[src/rtl/ex_muldiv_pkg.sv]
// Shared definitions for the EX-stage multiply/divide unit: op codes and FSM state encoding.
package muldiv_pkg;

    typedef logic [2:0] op_t;

    localparam op_t OP_NOP   = 3'd0;
    localparam op_t OP_MULT  = 3'd1;
    localparam op_t OP_MULTU = 3'd2;
    localparam op_t OP_DIV   = 3'd3;
    localparam op_t OP_DIVU  = 3'd4;
    localparam op_t OP_MTHI  = 3'd5;
    localparam op_t OP_MTLO  = 3'd6;
    localparam op_t OP_RSVD  = 3'd7;

    typedef enum logic [1:0] {
        ST_IDLE = 2'd0,
        ST_RUN  = 2'd1,
        ST_FIX  = 2'd2
    } state_e;

endpackage

[src/rtl/ex_muldiv_if.sv]
// Request/response bundle between the EX stage and the multiply/divide unit.
interface ex_muldiv_if #(
    parameter int XLEN = 32
);
    import muldiv_pkg::*;

    // start is only honoured while busy=0; busy covers the whole iterative op,
    // done is a single-cycle pulse once HI/LO hold the new result.
    logic            start;
    op_t             op;
    logic [XLEN-1:0] rs_val;
    logic [XLEN-1:0] rt_val;
    logic            busy;
    logic            done;
    logic            div_by_zero;
    logic [XLEN-1:0] hi;
    logic [XLEN-1:0] lo;
    state_e          dbg_state;

    modport master (
        output start, op, rs_val, rt_val,
        input  busy, done, div_by_zero, hi, lo, dbg_state
    );

    modport slave (
        input  start, op, rs_val, rt_val,
        output busy, done, div_by_zero, hi, lo, dbg_state
    );

endinterface

[src/rtl/ex_muldiv_step.sv]
// One radix-2 iteration: shift-add for multiply, restoring shift-subtract for divide.
module muldiv_step #(
    parameter int XLEN = 32
) (
    input  logic              is_div_i,
    input  logic [2*XLEN-1:0] acc_i,
    input  logic [XLEN-1:0]   opb_i,
    output logic [2*XLEN-1:0] acc_o
);

    logic [XLEN:0] sum;
    logic [XLEN:0] rem;
    logic [XLEN:0] diff;

    always_comb begin
        sum  = {1'b0, acc_i[2*XLEN-1:XLEN]} + {1'b0, (acc_i[0] ? opb_i : {XLEN{1'b0}})};
        // Upper half after the left shift; one extra bit keeps the carried-out MSB.
        rem  = acc_i[2*XLEN-1:XLEN-1];
        diff = rem - {1'b0, opb_i};
        if (is_div_i) begin
            if (!diff[XLEN]) begin
                acc_o = {diff[XLEN-1:0], acc_i[XLEN-2:0], 1'b1};
            end else begin
                acc_o = {rem[XLEN-1:0], acc_i[XLEN-2:0], 1'b0};
            end
        end else begin
            acc_o = {sum, acc_i[XLEN-1:1]};
        end
    end

endmodule

[src/rtl/ex_muldiv.sv]
// Iterative MIPS multiply/divide unit with HI/LO. Define MULDIV_FAST_MUL_EN for a
// single-cycle MULT/MULTU path; DIV/DIVU always iterate.
module ex_muldiv
    import muldiv_pkg::*;
#(
    parameter int XLEN = 32
) (
    input  logic        CLK,
    input  logic        RST,
    ex_muldiv_if.slave  bus
);

    localparam int CNT_W = $clog2(XLEN) + 1;

    state_e            state_q, state_d;
    logic [CNT_W-1:0]  cnt_q, cnt_d;
    logic [2*XLEN-1:0] acc_q, acc_d, acc_step;
    logic [XLEN-1:0]   opb_q, opb_d;
    logic [XLEN-1:0]   rs_q, rs_d;
    logic [XLEN-1:0]   hi_q, hi_d;
    logic [XLEN-1:0]   lo_q, lo_d;
    logic              is_div_q, is_div_d;
    logic              sign_a_q, sign_a_d;
    logic              sign_b_q, sign_b_d;
    logic              done_q, done_d;
    logic              dbz_q, dbz_d;

    logic              is_muldiv_op;
    logic              is_div_op;
    logic              signed_op;
    logic              sa, sb;
    logic [XLEN-1:0]   rs_mag, rt_mag;
    logic [2*XLEN-1:0] prod_fix;
    logic [XLEN-1:0]   quo_fix, rem_fix;

`ifdef MULDIV_FAST_MUL_EN
    logic [2*XLEN-1:0] fast_a, fast_b, fast_prod;

    always_comb begin
        fast_a    = {{XLEN{signed_op & bus.rs_val[XLEN-1]}}, bus.rs_val};
        fast_b    = {{XLEN{signed_op & bus.rt_val[XLEN-1]}}, bus.rt_val};
        fast_prod = fast_a * fast_b;
    end
`endif

    muldiv_step #(.XLEN(XLEN)) u_step (
        .is_div_i (is_div_q),
        .acc_i    (acc_q),
        .opb_i    (opb_q),
        .acc_o    (acc_step)
    );

    always_comb begin
        is_muldiv_op = (bus.op == OP_MULT) || (bus.op == OP_MULTU) ||
                       (bus.op == OP_DIV)  || (bus.op == OP_DIVU);
        is_div_op    = (bus.op == OP_DIV)  || (bus.op == OP_DIVU);
        signed_op    = (bus.op == OP_MULT) || (bus.op == OP_DIV);
        sa           = signed_op & bus.rs_val[XLEN-1];
        sb           = signed_op & bus.rt_val[XLEN-1];
        rs_mag       = sa ? (~bus.rs_val + 1'b1) : bus.rs_val;
        rt_mag       = sb ? (~bus.rt_val + 1'b1) : bus.rt_val;
        // Sign correction applied in FIX; the most-negative / -1 case wraps naturally.
        prod_fix     = (sign_a_q ^ sign_b_q) ? (~acc_q + 1'b1) : acc_q;
        quo_fix      = (sign_a_q ^ sign_b_q) ? (~acc_q[XLEN-1:0] + 1'b1) : acc_q[XLEN-1:0];
        rem_fix      = sign_a_q ? (~acc_q[2*XLEN-1:XLEN] + 1'b1) : acc_q[2*XLEN-1:XLEN];
    end

    always_comb begin
        state_d  = state_q;
        cnt_d    = cnt_q;
        acc_d    = acc_q;
        opb_d    = opb_q;
        rs_d     = rs_q;
        hi_d     = hi_q;
        lo_d     = lo_q;
        is_div_d = is_div_q;
        sign_a_d = sign_a_q;
        sign_b_d = sign_b_q;
        done_d   = 1'b0;
        dbz_d    = 1'b0;

        case (state_q)
            ST_IDLE: begin
                if (bus.start) begin
                    if (is_muldiv_op) begin
`ifdef MULDIV_FAST_MUL_EN
                        if (!is_div_op) begin
                            {hi_d, lo_d} = fast_prod;
                            done_d       = 1'b1;
                        end else begin
`else
                        begin
`endif
                            is_div_d = is_div_op;
                            sign_a_d = sa;
                            sign_b_d = sb;
                            rs_d     = bus.rs_val;
                            opb_d    = rt_mag;
                            acc_d    = {{XLEN{1'b0}}, rs_mag};
                            cnt_d    = CNT_W'(XLEN);
                            state_d  = ST_RUN;
                        end
                    end else if (bus.op == OP_MTHI) begin
                        hi_d = bus.rs_val;
                    end else if (bus.op == OP_MTLO) begin
                        lo_d = bus.rs_val;
                    end
                end
            end
            ST_RUN: begin
                acc_d = acc_step;
                cnt_d = cnt_q - CNT_W'(1);
                if (cnt_q == CNT_W'(1)) begin
                    state_d = ST_FIX;
                end
            end
            ST_FIX: begin
                state_d = ST_IDLE;
                done_d  = 1'b1;
                if (!is_div_q) begin
                    {hi_d, lo_d} = prod_fix;
                end else if (opb_q == '0) begin
                    lo_d  = '1;
                    hi_d  = rs_q;
                    dbz_d = 1'b1;
                end else begin
                    lo_d = quo_fix;
                    hi_d = rem_fix;
                end
            end
            default: state_d = ST_IDLE;
        endcase
    end

    always_ff @(posedge CLK) begin
        if (RST) begin
            state_q  <= ST_IDLE;
            cnt_q    <= '0;
            acc_q    <= '0;
            opb_q    <= '0;
            rs_q     <= '0;
            hi_q     <= '0;
            lo_q     <= '0;
            is_div_q <= 1'b0;
            sign_a_q <= 1'b0;
            sign_b_q <= 1'b0;
            done_q   <= 1'b0;
            dbz_q    <= 1'b0;
        end else begin
            state_q  <= state_d;
            cnt_q    <= cnt_d;
            acc_q    <= acc_d;
            opb_q    <= opb_d;
            rs_q     <= rs_d;
            hi_q     <= hi_d;
            lo_q     <= lo_d;
            is_div_q <= is_div_d;
            sign_a_q <= sign_a_d;
            sign_b_q <= sign_b_d;
            done_q   <= done_d;
            dbz_q    <= dbz_d;
        end
    end

    assign bus.busy        = (state_q != ST_IDLE);
    assign bus.done        = done_q;
    assign bus.div_by_zero = dbz_q;
    assign bus.hi          = hi_q;
    assign bus.lo          = lo_q;
    assign bus.dbg_state   = state_q;

endmodule

[src/flat_wrapper.sv]
// flat-port wrapper written by rule: the top's interface ports become plain ports
module ex_muldiv_flat import muldiv_pkg::*;
#(
    parameter int XLEN = 32
)
  (CLK, RST, bus_start, bus_op, bus_rs_val, bus_rt_val, bus_busy, bus_done, bus_div_by_zero, bus_hi, bus_lo, bus_dbg_state);
  ex_muldiv_if #(.XLEN(XLEN)) bus_i ();
  input  logic CLK;
  input  logic RST;
  input wire logic [$bits(bus_i.start)-1:0] bus_start;
  input wire logic [$bits(bus_i.op)-1:0] bus_op;
  input wire logic [$bits(bus_i.rs_val)-1:0] bus_rs_val;
  input wire logic [$bits(bus_i.rt_val)-1:0] bus_rt_val;
  output wire logic [$bits(bus_i.busy)-1:0] bus_busy;
  output wire logic [$bits(bus_i.done)-1:0] bus_done;
  output wire logic [$bits(bus_i.div_by_zero)-1:0] bus_div_by_zero;
  output wire logic [$bits(bus_i.hi)-1:0] bus_hi;
  output wire logic [$bits(bus_i.lo)-1:0] bus_lo;
  output wire logic [$bits(bus_i.dbg_state)-1:0] bus_dbg_state;
  assign bus_i.start = bus_start;
  assign bus_i.op = bus_op;
  assign bus_i.rs_val = bus_rs_val;
  assign bus_i.rt_val = bus_rt_val;
  assign bus_busy = bus_i.busy;
  assign bus_done = bus_i.done;
  assign bus_div_by_zero = bus_i.div_by_zero;
  assign bus_hi = bus_i.hi;
  assign bus_lo = bus_i.lo;
  assign bus_dbg_state = bus_i.dbg_state;
  ex_muldiv #(.XLEN(XLEN)) u_core (.CLK(CLK), .RST(RST), .bus(bus_i));
endmodule
[config.mk]
export PLATFORM = sky130hd
export DESIGN_NAME = ex_muldiv_flat
export DESIGN_NICKNAME = d
export VERILOG_FILES = /design/src/rtl/ex_muldiv_pkg.sv /design/src/rtl/ex_muldiv_if.sv /design/src/rtl/ex_muldiv_step.sv /design/src/rtl/ex_muldiv.sv /design/src/flat_wrapper.sv
export SDC_FILE = /design/constraint.sdc
export NUM_CORES = 1
export LEC_CHECK = 0
export BUFFER_PORTS_ARGS = -buffer_cell sky130_fd_sc_hd__buf_2
export CAP_MARGIN = 20
export CORE_MARGIN = 8
export CORE_UTILIZATION = 40
export CTS_CLUSTER_SIZE = 25
export DETAILED_ROUTE_END_ITERATION = 7
export PLACE_DENSITY = 0.54
export SYNTH_ARGS = -nofsm -noshare
export SYNTH_HDL_FRONTEND = slang
export SYNTH_SLANG_ARGS = --single-unit
[constraint.sdc]
create_clock -name CLK -period 4.6 [get_ports CLK]
set_clock_uncertainty 0.15 [all_clocks]
set_input_delay 0.92 -clock CLK [delete_from_list [all_inputs] [get_ports CLK]]
set_output_delay 0.92 -clock CLK [all_outputs]
set_load 0.01 [all_outputs]
======== Yosys cells after proc, flatten, opt, wreduce, memory -nomap -nowiden ========
Cells that the tools add are included.
storage, ports and cells
  logic and storage cells ................. 95
  bits in registers ....................... 205
  output and inout port bits .............. 69
  input port bits ......................... 70
cells by class
  reductions and logical operators ........ 16
  add/subtract/negate cells ............... 8
  equality and inequality tests ........... 16
  bitwise operators ....................... 10
  mux-type cells .......................... 33
operators with widths
  kind                                                                      count
  32-bit two-way mux                                                        16
  64-bit two-way mux                                                        5
  32-bit by 1-bit adder with 32-bit output (second input constant)          4
  32-bit NOT                                                                4
  32-bit one-hot mux with 2 select lines                                    2
  64-bit one-hot mux with 2 select lines                                    1
  64-bit by 1-bit adder with 64-bit output (second input constant)          1
  64-bit NOT                                                                1
  32-bit by 32-bit adder with 33-bit output                                 1
  33-bit by 32-bit subtractor with 33-bit output                            1
  32-bit logical NOT                                                        1
  6-bit two-way mux                                                         2
  6-bit one-hot mux with 2 select lines                                     1
  3-bit == test (second input constant)                                     3
  3-bit AND reduction                                                       3
  2-bit by 1-bit inequality test with 1-bit output (second input constant)  4
  3-bit by 2-bit == test with 1-bit output (second input constant)          2
  6-bit by 1-bit == test with 1-bit output (second input constant)          1
  2-bit two-way mux                                                         3
  2-bit inequality test (second input constant)                             3
  2-bit nonzero test                                                        3
  6-bit by 1-bit subtractor with 6-bit output (second input constant)       1
  1-bit logical OR                                                          5
  5-bit AND reduction                                                       1
  other kinds (11)                                                          14

======== Depth between registers and ports, before layout ========
  depth in word-level cells ............... 7
  gate-level depth with buffers ........... 15
  gate-level depth less buffers ........... 13

======== Modules after synthesis ========
A second synthesis with hierarchy kept.
unflattened totals
  cells, all modules ...................... 2153
  area, all modules ....................... 16468.3 um2
modules (own cells, without submodules)
  module       area each (um2)  instances  seq. area each (um2)  cells an instance
  ex_muldiv    11877.6          1          4103.9                1490
  muldiv_step  4590.7           1          0.0                   663

======== Worst setup path before layout ========
Ideal clock, no wire load.
  path type ............................... input -> register
  start point ............................. in bus_rt_val[8]
  end point ............................... reg u_core.opb_q[25]
  setup slack ............................. 0.812 ns
  data arrival time ....................... 3.552 ns
  stages on the path ...................... 8
  buffers on the path ..................... 0
  library setup time ...................... 0.086 ns
  required time ........................... 4.364 ns
  cells stage by stage .................... or4_4 -> or4_4 -> or4_4 -> or2_1 -> or4_4 -> o31ai_2 -> xor2_1 -> a211oi_1
on the way
  longest elaborated chain between the ends .. 3
RTL lines
  what                                      RTL line            source
  start, declared                           flat_wrapper.sv:13  input wire logic [$bits(bus_i.rt_val)-1:0] bus_rt_val;
  32-bit NOT                                ex_muldiv.sv:61     rt_mag = sb ? (~bus.rt_val + 1'b1) : bus.rt_val;
  32-bit by 1-bit adder with 32-bit output  ex_muldiv.sv:61
  32-bit two-way mux                        ex_muldiv.sv:61
  end signal, assigned                      ex_muldiv.sv:153    opb_q <= opb_d;
  end, declared                             ex_muldiv.sv:18     logic [XLEN-1:0] opb_q, opb_d;
No other way between the ends.
A chain may end at the register's enable or synchronous reset.

======== Final worst setup path ========
  start point ............................. reg u_core.acc_q[0]
  end point ............................... reg u_core.acc_q[62]
on the way
  longest elaborated chain between the ends .. 4
RTL lines
  what                                       RTL line              source
  start, declared                            ex_muldiv.sv:17       logic [2*XLEN-1:0] acc_q, acc_d, acc_step;
  start signal, assigned                     ex_muldiv.sv:139      acc_q <= '0;
  start signal, assigned                     ex_muldiv.sv:152      acc_q <= acc_d;
  32-bit two-way mux                         ex_muldiv_step.sv:16  sum = {1'b0, acc_i[2*XLEN-1:XLEN]} + {1'b0, (acc_i[0] ? opb_i : {XLEN{1'b0}})};
  32-bit by 32-bit adder with 33-bit output  ex_muldiv_step.sv:16
  64-bit two-way mux                         ex_muldiv_step.sv:20  if (is_div_i) begin
  64-bit one-hot mux with 2 select lines     ex_muldiv.sv:82       case (state_q)
No other way between the ends.

==> results by group <==
Run status
  • Status: completed

Clock tree
  • TritonCTS Sinks: 205
  • Worst-path clk slew: 60 ps
  • PostCTS Resize Cnt: 0
  • Post-CTS Setup Bufs: 0
  • Hold-fix buffers at CTS: 0
  • CTS H-tree depth: 1
  • CTS tree: done
  • Clk_lat worst skew: 560 ps
  • Clock root cell: clkbuf_16
  • CTS buffer count: 27
  • Clock Path Buffers: 3

Setup path
  • Critical path type: register to register
  • Critical path launch point type: register
  • CP max FO: 23
  • Crit path DAT: 4230 ps
  • Required @ worst endpoint: 4890 ps
  • Crit path capture type: register

STA
  • Setup tns final: 0 ps
  • Final hold slack: 297 ps
  • Relative slew margins: 26.4%
  • Post-route clock period utilization: 85.6%
  • Setup Viol. Count Final: 0
  • Final hold vios: 0
  • Slew Viols, Final: 0
  • Maximum clock rate: 254 MHz
  • Worst-Margin Slew: 1100 ps
  • Min cycle time layout: 3940 ps
  • Min setup slack post-route: 665 ps
  • RSZ-0062 raised after global routing: no

Drt
  • DR vias: 16.5k
  • Routed wl met3: 3710 microns
  • Met2 WL: 26400 microns
  • DR iter-0 viols: 1355
  • Residual DRC: 0
  • Vias/cell: 5.96
  • First drt pass iteration count: 5
  • Wl on met1: 27400 microns
  • Antenna-violating nets left: 0
  • Drt wl/cell: 21.7 microns
  • Top sig layer: met4
  • WL final: 60100 microns

Power
  • Cell Pwr Density: 310 nW/um^2
  • Max IR drop VDD: 0.000253 V
  • Leakage: 7.26 nW

Yosys
  • FFs w/ async S/R, synth: 0%
  • Mapped cell area: 16200 sq um
  • FF+latch count, synth: 205
  • Syn_nets: 2330
  • Yosys warns: 0
  • Count leader, synth: nand2_1
  • Sequential area share after synthesis: 25.3%
  • Area share of the largest cell type after synthesis: 25.3%
  • Number of synthesized flops with an enable pin: 0
  • Top_reg_cell synth: dfxtp_1
  • Top post-synthesis cells by area: dfxtp_1 (25%), a21oi_1 (6.1%), nand2_1 (5.6%), ha_1 (5.4%), xnor2_1 (5.3%)
  • Yosys cell types: 77
  • Syn_area_per_cell: 7.42 sq um
  • Commonest cells in the netlist: nand2_1 (240), nor2_1 (210), dfxtp_1 (205), a21oi_1 (198), clkbuf_1 (161)
  • Gate Count Post-Synth: 2188
  • Synth area leader: dfxtp_1

Place
  • Setup WS pre-CTS: 545 ps
  • Post-DP HPWL: 44200 microns
  • RD Place Congestion: 0.931
  • Placed Cells: 2723
  • Port bufs: 138

Die
  • Die Ht: 217 microns
  • # IOs: 139
  • Core area: 39900 sq um
  • Die W: 217 microns
  • Rows: 73
  • Die ar.: 47300 sq um
  • Initial Util: 40.7%

Global routing
  • First-pass GRT wire length: 93000 microns
  • Largest net degree at the start of global routing: 98
  • Vias in the first global route: 15.7k
  • Total Routing Usage GR: 24.4%
  • GRT Residual Overflow: 0
  • Initial antenna violation count: 0

Min path
  • Worst hold path type: register to register

Layout
  • # fillers: 4062
  • Area Overhead vs Synth: 12.9%
  • Multi-input gate area: 11300 sq um
  • Final #Nets: 2369
  • Reg area: 4110 sq um
  • Non-filler cells, final: 2773
  • Share of cells above drive strength 1: 12.3%

Run
  • Total of max-cap violations: 0
[cell families after synthesis]
group | synth area share (%)
buffers and inverters | 5.64
AOI/OAI and AO/OA | 29.1
muxes | 3.72
DFF | 25.3
xor gates and xnor gates | 10.5
and+or+nand+nor | 20.1
adders and majority gates | 5.64
[through the flow]
step / total power, mW / instance area [sq um] / util [%]
detailed placement: 3.37 / 17400 / 43.5
finish: 5.67 / 18300 / 45.9
global placement: 3.36 / 17400 / 43.5
global route: 5.92 / 18300 / 45.9
floorplan: 2.95 / 16200 / -
CTS: 5.70 / 18300 / 45.9
[registers in the layout, indices dropped and copies added, names as in the netlist, 2 cells and up]
signal	flops
u_core.bus.hi	32
u_core.opb_q	32
u_core.acc_q	64
u_core.bus.lo	32
u_core.bus.dbg_state	2
u_core.cnt_q	6
u_core.rs_q	32
[worst max-delay path, cell delays in order (launching register included)]
cell      delay [ps]
dfxtp_1          320
inv_1            130
buf_4            310
nor2_1           100
ha_1             350
o21ai_0          130
o21ai_0          260
and2_1           280
a211oi_1         130
buf_4            170
o311ai_0         430
o211ai_1         300
mux2i_1          190
a211o_1          290
a32o_1           260
[cell usage in the layout (no fill, tap or decap), types with 34 or more instances in the layout]
cell and instances:
o21ai_0 138, o221ai_1 38, or3_1 35, xnor2_1 97, dfxtp_1 204, inv_1 60, nor3_1 40, a21o_1 34
a211oi_1 114, ha_1 70, a21oi_1 198, xor2_1 95, mux2i_1 58, nor2_1 204, buf_4 48, nand2_1 240
buf_2 137
[routing by layer]
layer | vias to the layer above | track usage (%)
li1 | 8029 | -
met1 | 7851 | 33.2
met2 | 571 | 38.5
met3 | 82 | 3.07
met4 | 0 | 10.4
met5 | - | 0
[path summary, 6_finish.rpt]
kind	depth (start not counted)	start	end	slack, ps
setup / recovery	14	u_core.acc_q[0]	u_core.acc_q[62]	660
hold / removal	2	u_core.bus.lo[21]	u_core.bus.lo[21]	300
setup reg to reg	14	u_core.acc_q[0]	u_core.acc_q[62]	660
hold reg to reg	2	u_core.bus.lo[21]	u_core.bus.lo[21]	300
[area by class of cell]
type	instances	area share (%)
multi-input combinational	1745	61.5
inverter	60	1.23
antenna	2	0.0273
clock inverter	12	1.08
sequential	205	22.4
timing repair buffer	188	5.99
tap	525	3.59
clock buffer	36	4.15
[power breakdown]
| part | switching (mW) | internal, mW | leakage, nW | total [mW] |
|---|---|---|---|---|
| logic | 0.844 | 0.499 | 5.12 | 1.34 |
| clock network | 0.881 | 1.43 | 0.465 | 2.32 |
| registers | 0.136 | 1.88 | 1.67 | 2.02 |
Power figures use the tool's default switching activity.
